<file path="config.mk">
export PLATFORM = sky130hd
export DESIGN_NAME = tile_stream_source
export DESIGN_NICKNAME = d
export VERILOG_FILES = /design/src/rtl/tile_stream_source.sv
export SDC_FILE = /design/constraint.sdc
export NUM_CORES = 1
export LEC_CHECK = 0
export ABC_AREA = 1
export CAP_MARGIN = 25
export CORE_MARGIN = 5
export CORE_UTILIZATION = 52
export CTS_BUF_LIST = sky130_fd_sc_hd__clkbuf_8
export DETAILED_ROUTE_END_ITERATION = 12
export PLACE_DENSITY = 0.79
export SLEW_MARGIN = 0
export SYNTH_ARGS = -nofsm -noshare
export SYNTH_HDL_FRONTEND = slang
export SYNTH_SLANG_ARGS = --single-unit
export TNS_END_PERCENT = 1
</file>
<file path="constraint.sdc">
create_clock -name clk -period 2.3 [get_ports clk]
set_clock_uncertainty 0.1 [all_clocks]
set_input_delay 0.575 -clock clk [delete_from_list [all_inputs] [get_ports clk]]
set_output_delay 0.575 -clock clk [all_outputs]
set_load 0.005 [all_outputs]
</file>
<file path="src/rtl/tile_stream_source.sv">
// tile_stream_source: burst reader from 1-cycle-latency SRAM into a valid/ready stream via a 3-entry queue.
// Revision: 1.0 - initial release
`default_nettype none

module tile_stream_source #(
  parameter int DATA_WIDTH = 32,
  parameter int ADDR_WIDTH = 10,
  parameter int LEN_WIDTH  = 11
) (
  input  logic                  clk,
  input  logic                  rst_n,
  input  logic                  start,
  input  logic [ADDR_WIDTH-1:0] base_addr,
  input  logic [LEN_WIDTH-1:0]  len,
  output logic                  busy,
  output logic                  done,
  output logic                  mem_en,
  output logic [ADDR_WIDTH-1:0] mem_addr,
  input  logic [DATA_WIDTH-1:0] mem_rdata,
  output logic                  m_valid,
  input  logic                  m_ready,
  output logic [DATA_WIDTH-1:0] m_data,
  output logic                  m_last
);

  typedef enum logic [1:0] {
    IDLE = 2'd0,
    RUN  = 2'd1,
    DONE = 2'd2
  } state_t;

  localparam logic [LEN_WIDTH-1:0] LEN_ONE = LEN_WIDTH'(1);

  state_t                state;
  logic [ADDR_WIDTH-1:0] base_q;
  logic [LEN_WIDTH-1:0]  len_q;
  logic [LEN_WIDTH-1:0]  issued;
  logic [LEN_WIDTH-1:0]  beats;
  logic                  inflight;
  logic [DATA_WIDTH-1:0] q_data [3];
  logic [2:0]            q_last;
  logic [1:0]            head;
  logic [1:0]            tail;
  logic [1:0]            occ;
  logic [2:0]            occ_sum;
  logic                  push;
  logic                  pop;

  function automatic logic [1:0] ptr_inc(input logic [1:0] p);
    return (p == 2'd2) ? 2'd0 : p + 2'd1;
  endfunction

  // Issue decision uses only registered state, so m_ready never reaches the memory port.
  assign occ_sum  = {1'b0, occ} + {2'b00, inflight};
  assign mem_en   = (state == RUN) && (issued < len_q) && (occ_sum < 3'd3);
  assign mem_addr = base_q + ADDR_WIDTH'(issued);

  assign push     = inflight;
  assign m_valid  = (occ != 2'd0);
  assign m_data   = q_data[head];
  assign m_last   = m_valid & q_last[head];
  assign pop      = m_valid & m_ready;

  assign busy     = (state != IDLE);
  assign done     = (state == DONE);

  always_ff @(posedge clk or negedge rst_n) begin
    if (!rst_n) begin
      state    <= IDLE;
      base_q   <= '0;
      len_q    <= '0;
      issued   <= '0;
      beats    <= '0;
      inflight <= 1'b0;
      q_last   <= '0;
      head     <= '0;
      tail     <= '0;
      occ      <= '0;
      for (int i = 0; i < 3; i++) q_data[i] <= '0;
    end else begin
      inflight <= mem_en;
      if (mem_en) issued <= issued + LEN_ONE;

      if (push) begin
        q_data[tail] <= mem_rdata;
        q_last[tail] <= (beats == len_q - LEN_ONE);
        tail         <= ptr_inc(tail);
        beats        <= beats + LEN_ONE;
      end
      if (pop) head <= ptr_inc(head);

      case ({push, pop})
        2'b10:   occ <= occ + 2'd1;
        2'b01:   occ <= occ - 2'd1;
        default: occ <= occ;
      endcase

      case (state)
        IDLE: begin
          if (start) begin
            if (len != '0) begin
              base_q <= base_addr;
              len_q  <= len;
              issued <= '0;
              beats  <= '0;
              state  <= RUN;
            end else begin
              state  <= DONE;
            end
          end
        end
        RUN:     if (pop && m_last) state <= DONE;
        DONE:    state <= IDLE;
        default: state <= IDLE;
      endcase
    end
  end

endmodule

`default_nettype wire
</file>
# [Yosys cells after proc, flatten, opt, wreduce, memory -nomap -nowiden]
# Index checks and enable logic that the tools add are counted.
[op_classes] addsub=9 order_cmp=8 n_eq_ne=9 mux=26 bitwise=4 n_reduce_logical=12
[ops] op="$bwmux W96" n=1
[ops] op="$mux W32" n=3
[ops] op="$mux W11" n=8
[ops] op="$bmux W32 S2" n=1
[ops] op="$demux W32 S2" n=1
[ops] op="$add A11 B1 Y11 const B" n=2
[ops] op="$eq A11 B11 Y1" n=1
[ops] op="$lt A11 B11 Y1" n=1
[ops] op="$reduce_bool A11 Y1" n=1
[ops] op="$sub A11 B1 Y11 const B" n=1
[ops] op="$add A10 B10 Y10" n=1
[ops] op="$mux W2" n=5
[ops] op="$eq A2 B2 Y1 const B" n=4
[ops] op="$pmux W2 S2" n=2
[ops] op="$add A2 B1 Y2 const B" n=3
[ops] op="$ge A3 B3 Y1 const B" n=2
[ops] op="$lt A2 B3 Y1 const B" n=2
[ops] op="$not A2 Y3" n=2
[ops] op="$reduce_bool A2 Y1" n=3
[ops] op="$logic_and A1 B1 Y1" n=5
[ops] op="$eq A2 B1 Y1 const B" n=2
[ops] op="$add A2 B1 Y3" n=1
[ops] op="$bwmux W3" n=1
[ops] op="$lt A3 B1 Y1 const B" n=1
[ops] op="12 further kinds" n=14
[totals] reg_bits=151 in_bits=57 wordCells=81

# [Logic depth before layout (Yosys ltp)]
# Gate-level depths: netlist of run 1.
[depth] depth_word=7 depth_mapped=11

# [Worst setup path before layout of run 1]
# Ideal clock, no wire load.
[synth_path] path_kind="reg-to-output" from="reg issued[0]" to="out mem_addr[8]" t_arrival_ns=1.641 t_required_ns=1.625 path_slack_ns=-0.016 path_stages_with_launch=8 cell_sequence="dfrtp_1 > ha_1 > inv_1 > fa_1 > o211ai_1 > nand4_1 > nand4_1 > xor2_1"
[synth_between] elab_chain_cells=1
[synth_lines] element="start, declared" line_no="37" text="logic [LEN_WIDTH-1:0] issued;"
[synth_lines] element="start signal, assigned" line_no="82" text="if (mem_en) issued <= issued + LEN_ONE;"
[synth_lines] element="$add A10 B10 Y10" line_no="56" text="assign mem_addr = base_q + ADDR_WIDTH'(issued);"
[synth_lines] element="end, declared" line_no="18" text="output logic [ADDR_WIDTH-1:0] mem_addr,"
# No other way between the ends.

# [Worst setup path in the final report of run 1]
[layout_path] from="reg base_q[0]" to="out mem_addr[8]"
[layout_between] elab_chain_cells=1
[layout_lines] element="start, declared" line_no="35" text="logic [ADDR_WIDTH-1:0] base_q;"
[layout_lines] element="start signal, assigned" line_no="102" text="base_q <= base_addr;"
[layout_lines] element="$add A10 B10 Y10" line_no="56"
# No other way between the ends.

==> metrics, run 1 <==
Avg Cell Area, Syn=8.02 um2; crit path cell chain=ha_4, inv_4, fa_2, o211ai_1, buf_4, nand4_1, nand4_1, xor2_1, buf_2; area grow syn2layout=31.4%; violated checks=negative setup slack; Cells after Synth=955; max frequency=342 MHz; HP Class=reg2reg; final WL=19700 um; Clock power frac=15.1%; Top cell by count, worst path=nand4_1; slowest cell delay on critical path=0.40 ns; sequential share of power=33.3%; critical path fanouts, max=2; largest net degree at the start of global routing=66; vias in the first global route=6997; Die Ht=131 um; TritonCTS clock tree=done; Clock Path Buffers=2; final hold violation count=0; Switching Share=40.6%; main flop type after synthesis=dfrtp_1; Seq cells post-synth=151; Bufs and invs on worst path=3; IO buf count=103; post-synth top area cell=dfrtp_1; fill cell count=1109; fin crit period=2.92 ns; final setup fails=34; total track usage=22.9%; Antenna Nets Post-Route=0; first-pass GRT wire length=33000 um; First-pass DRT Iterations=5; die area=0.0173 mm2; CP Class=reg2out; routability cong.=0.806; post-synthesis net count=1038; Reg clk slew, reported paths=0.09 ns; clk_lat worst skew=0.45 ns; Via Count=7002; crit path capture type=output port; worst setup margin=-0.621 ns; Synth cell types=35; relative slew slack=65.3%; post-synthesis sequential area ratio=49.3%; Initial Util=52.9%; root buffer cell=clkbuf_8; critical path's top delay family=adder cells; DR DRC count=0; sw power=0.00553 W; status=finished, violations left; fin crit share=127%; Avg WL per Cell=15.0 um; startpoint types=flop; Internal=0.00809 W; # diodes=0; initial antenna violation count=0; DPL Wire Length=12900 um; Core Rows=44; largest vdd supply drop=0.921 mV; Max-Cap Viols=0; Vias/cell=5.32; Crit path arrival time=2.25 ns; # nets final=1203; H-tree lvl count=4; DP Cell Count=1271; core footprint=0.0145 mm2; EDFF count, synth=0; top-count cell post-synth=nand2_1; ys async rst share=100%; top post-synthesis cells by area=dfrtp_1, nand2_1, o21ai_1; CP Data Required Time=1.62 ns; Logic pwr share=51.5%; cts bufs inserted=17; clock sink count=151; critical path's slowest cell=dfrtp_1; I/O pin cnt=104; share of post-route cells with drive strength above 1=20.7%; PwrDens=1350 mW/mm2; Post-Place Worst Slack=-0.505 ns; leak pwr=5.02 nW; post-synth top area share=49.3%; Slew @ Worst Pin=0.517 ns; Die Wd=131 um; top post-synthesis cells by count=nand2_1, dfrtp_1, o21ai_1, nand3_1, inv_1; Synth warnings=0; unrepaired setup endpoints after global routing=true; Pins Over Slew Limit=0; 1st-iter DRT viols=520; Cell Area, Synth=0.00766 mm2; Layout Cells excl Fill=1317; total congestion overflow=0
tightest hold or removal path: stages, from the launching register on:
cell	delay, ns
dfrtp_1	0.36
nand2_1	0.06
nand2_1	0.05
metrics by stage:
step / hold slack (ns) / utilization (%) / total power (W) / TNS, ns / instance area [um2]
floorplan: 0.179 / - / 0.00796 / 0 / 7660
global placement: 0.360 / 64.3 / 0.0109 / -2.59 / 9300
detailed placement: 0.369 / 64.3 / 0.0111 / -2.92 / 9300
CTS: 0.391 / 68.4 / 0.0133 / -7.58 / 9910
global route: 0.412 / 69.5 / 0.0147 / -11.16 / 10100
finish: 0.389 / 69.5 / 0.0136 / -7.60 / 10100
cells by family (layout without fill, tap and decap cells):
| family | Yosys count | in the layout | synth area share [%] |
|---|---|---|---|
| AOI/OAI and AO/OA | 150 | 150 | 9.97 |
| xor gates and xnor gates | 21 | 21 | 2.40 |
| adders and majority gates | 26 | 26 | 4.35 |
| buffers and inverters | 126 | 304 | 7.30 |
| DFF | 151 | 151 | 49.3 |
| and+or+nand+nor | 481 | 481 | 26.6 |
per-layer routing:
layer / routed length [um] / GRT usage, % / vias up
met4: 358 / 7.20 / 0
met5: 0 / 0 / -
met2: 9620 / 37.7 / 239
met3: 1150 / 5.66 / 36
met1: 8590 / 30.1 / 3288
li1: - / - / 3439
flip-flops by register name, indices dropped and copies added, names as in the netlist:
signal,flops
len_q,11
base_q,10
state,2
occ,2
q_last,3
inflight,1
head,2
beats,11
tail,2
issued,11
q_data,96
power groups by stage:
stage,Clock [W],Combinational [W],Sequential [W]
after global routing,0.00224,0.00778,0.00465
final,0.00206,0.00702,0.00454
after global placement,0,0.00644,0.00445
after floorplan,0,0.00355,0.00441
after detailed placement,0,0.00661,0.00451
after CTS,0.00210,0.00673,0.00450
layout make-up:
cell class	count	area (um2)	share of cell area [%]
sequential	151	3780	37.6
inverter	85	329	3.27
clock inverter	15	168	1.67
tap	184	230	2.29
timing repair buffer	187	1690	16.8
multi-input combinational	678	3630	36.1
clock buffer	17	234	2.32
cells in the final DEF, fill, tap and decap left out, types with 3 or more instances in the layout:
master           Yosys  layout
a21oi_1             19      14
a21oi_2              0       5
buf_12               0       8
buf_2               12      23
buf_4                1      69
buf_6                9       6
clkbuf_8             0      17
clkdlybuf4s15_2      0      17
clkdlybuf4s50_1      0      57
dfrtp_1            151     150
dlygate4sd2_1        0       4
ha_1                25      15
ha_4                 0       9
inv_1               74      70
inv_2               10      12
inv_6                0       6
nand2_1            290     286
nand2_2              2       5
nand3_1             97      82
nand3_2              1      16
nand4_1              8       8
nor2_1              59      53
nor2_2               4       5
nor2_4               1       6
nor3_1               9       9
nor3_2               4       3
o21ai_0             27      21
o21ai_1             99     100
o21ai_2              0       5
xnor2_1              7       6
xor2_1              14      13
repair_timing:
action                     4_1_cts  5_1_grt
setup endpoints to repair       45       50
hold endpoints to repair        36        0
cloned                           0        0
pin swaps                       16       11
gates resized for setup        199       32
hold buffers                     1        0
setup buffers                   12        2
final timing paths:
check                      startpoint     endpoint  slack [ns]  cells after the start
max                         base_q[0]  mem_addr[8]       -0.62                      9
min                         base_q[6]    base_q[6]        0.39                      2
max reg2reg                    occ[0]    issued[9]       -0.44                     18
min reg2reg                 base_q[6]    base_q[6]        0.39                      2
max in group asynchronous       rst_n   q_data[82]        0.98                      3
min in group asynchronous       rst_n   q_data[39]        0.49                      2
(Power assumes the default switching activity.)
==> run 2, diff against run 1 <==
==> constraint.sdc (replaced) <==
create_clock -name clk -period 2.4 [get_ports clk]
set_clock_uncertainty 0.1 [all_clocks]
set_input_delay 0.6 -clock clk [delete_from_list [all_inputs] [get_ports clk]]
set_output_delay 0.6 -clock clk [all_outputs]
set_load 0.005 [all_outputs]
==> metrics, run 2 (synthesized netlist as in run 1, its figures left out) <==
status=finished, violations left; violated checks=negative setup slack; design area=0.00996 mm2 (-1.0%); total congestion overflow=0 (unchanged); Placed Area=0.00924 mm2 (-0.67%); cts bufs inserted=17 (unchanged); sw power=0.00508 W (-8.2%); share of post-route cells with drive strength above 1=17.2% (-3.5 points); Die Ht=131 um (unchanged); worst setup margin=-0.590 ns (+0.0311 ns); CP Data Required Time=1.70 ns (+0.08 ns); Pins Over Slew Limit=0 (unchanged); die area=0.0173 mm2 (unchanged); total track usage=22.2% (-0.77 points); unrepaired setup endpoints after global routing=true; initial antenna violation count=0 (unchanged); critical path fanouts, max=2 (unchanged); final hold violation count=0 (unchanged); Core Rows=44 (unchanged); setup_tns=-8.78 ns (-1.18 ns); CP Class=reg2out; HP Class=reg2reg; H-tree lvl count=4 (unchanged); Avg WL per Cell=14.5 um (-2.9%); vias in the first global route=6770 (-3.2%); Top cell by count, worst path=nand4_1; Die Wd=131 um (unchanged); crit path capture type=output port; startpoint types=flop; Max-Cap Viols=0 (unchanged); max frequency=334 MHz; Top reg by flops=q_data; root buffer cell=clkbuf_8; Initial Util=52.9% (unchanged); Internal=0.00778 W (-3.8%); First-pass DRT Iterations=5 (unchanged); utilization after layout=68.8% (-0.70 points); DR DRC count=0 (unchanged); commonest non-fill, non-tap cell in the layout=nand2_1; PwrDens=1290 mW/mm2 (-4.6%); # nets final=1202 (-0.083%); Clock power frac=15.5% (+0.4 points); final setup fails=27 (-21%); largest net degree at the start of global routing=48 (-27%); routability cong.=0.825 (+2.3%); Crit path arrival time=2.29 ns (+0.04 ns); clock sink count=151 (unchanged); Switching Share=39.5% (-1.1 points); Reg clk slew, reported paths=0.08 ns (about the same); Antenna Nets Post-Route=0 (unchanged); 1st-iter DRT viols=472 (-9.2%); I/O pin cnt=104 (unchanged); core footprint=0.0145 mm2 (unchanged); most frequent cells in the layout=nand2_1, dfrtp_1, o21ai_1; IO buf count=103 (unchanged); fill cell count=1139 (+2.7%); first-pass GRT wire length=32100 um (-3.0%); DPL Wire Length=12800 um (-1.0%); area grow syn2layout=30.1%; clk_lat worst skew=0.45 ns (about the same); Largest register FFs=96 (unchanged); largest vdd supply drop=0.944 mV (+2.6%); Via Count=6926 (-1.1%); slowest cell delay on critical path=0.37 ns (-0.03 ns); # diodes=0 (unchanged); Vias/cell=5.26 (-1.0%); relative slew slack=68.7% (+3.5 points); TritonCTS clock tree=done; fin crit share=125%; critical path's slowest cell=dfrtp_1; leak pwr=5.14 nW (+2.4%); sequential share of power=33.5% (+0.2 points); WHS=0.388 ns (-0.000527 ns); Slew @ Worst Pin=0.466 ns (-0.0514 ns); fin crit period=2.99 ns; crit path cell chain=ha_2, inv_2, fa_2, o211ai_1, buf_4, nand4_1, nand4_1, xor2_1, buf_2; Clock Path Buffers=2 (unchanged); final WL=19100 um (-3.0%); Logic pwr share=51.0% (-0.5 points)
-- run 2: changes by cell type in the layout (fill, tap and decap cells not counted), moves of 4 or more --
cell	previous run	this run
inv_6	6	1
clkdlybuf4s50_1	57	65
buf_2	23	8
clkdlybuf4s15_2	17	2
nand3_1	82	91
nand3_2	16	7
clkbuf_8	17	21
clkbuf_2	1	7
dlymetal6s2s_1	0	16
ha_4	9	4
-- run 2: power by group through the flow --
stage          registers [W]  clock network, W  logic [W]
2_1_floorplan        0.00423                 0    0.00340
3_3_place_gp         0.00427                 0    0.00604
3_5_place_dp         0.00432                 0    0.00618
4_1_cts              0.00429           0.00202    0.00652
5_1_grt              0.00444           0.00216    0.00734
6_report             0.00431           0.00200    0.00655
-- run 2: layout make-up --
cell class                      instances  area, um2  share of cell area [%]
Inverter                               85        322                    3.23
Timing Repair Buffer                  186       1710                    17.2
Sequential cell                       151       3780                    37.9
Clock buffer                           21        289                    2.90
Multi-Input combinational cell        678       3510                    35.2
Tap cell                              184        230                    2.31
Clock inverter                         11        121                    1.22
-- run 2: metrics by stage --
stage	setup WS, ns	cells	total power, W
after floorplan	0.0593	955	0.00763
after CTS	-0.589	1314	0.0128
after global routing	-0.707	1316	0.0139
final	-0.590	1316	0.0129
after detailed placement	-0.431	1268	0.0105
after global placement	-0.405	1268	0.0103
-- run 2: worst paths after layout --
check	slack (ns)	cells after the start	from	end
setup / recovery	-0.59	9	base_q[0]	mem_addr[8]
hold / removal	0.39	2	base_q[8]	base_q[8]
setup reg to reg	-0.44	19	issued[5]	issued[9]
hold reg to reg	0.39	2	base_q[8]	base_q[8]
max in group asynchronous	1.00	3	rst_n	len_q[7]
min in group asynchronous	0.53	2	rst_n	q_data[69]
-- run 2: layer usage --
metal,global-route usage (%),part of all wire [%],wire length (um)
met5,0,0,0
met4,6.80,1.6,314
met2,35.9,48,9190
met3,5.62,6.2,1180
met1,29.5,44,8440
-- run 2: worst max-delay path: cells and delay by family (launching register included) --
family,cells,cell delay [ns]
fa+ha+maj,2,0.54
flops,1,0.37
simple gates,2,0.16
buf+inv,3,0.34
compound gates,1,0.29
xor+xnor,1,0.14
-- run 2: timing repair --
action,4_1_cts,5_1_grt
setup endpoints to repair,44,53
resized for setup,73,60
pin swaps,17,9
hold buffers,1,0
endpoints found under the hold margin,42,0
buffers inserted,14,2
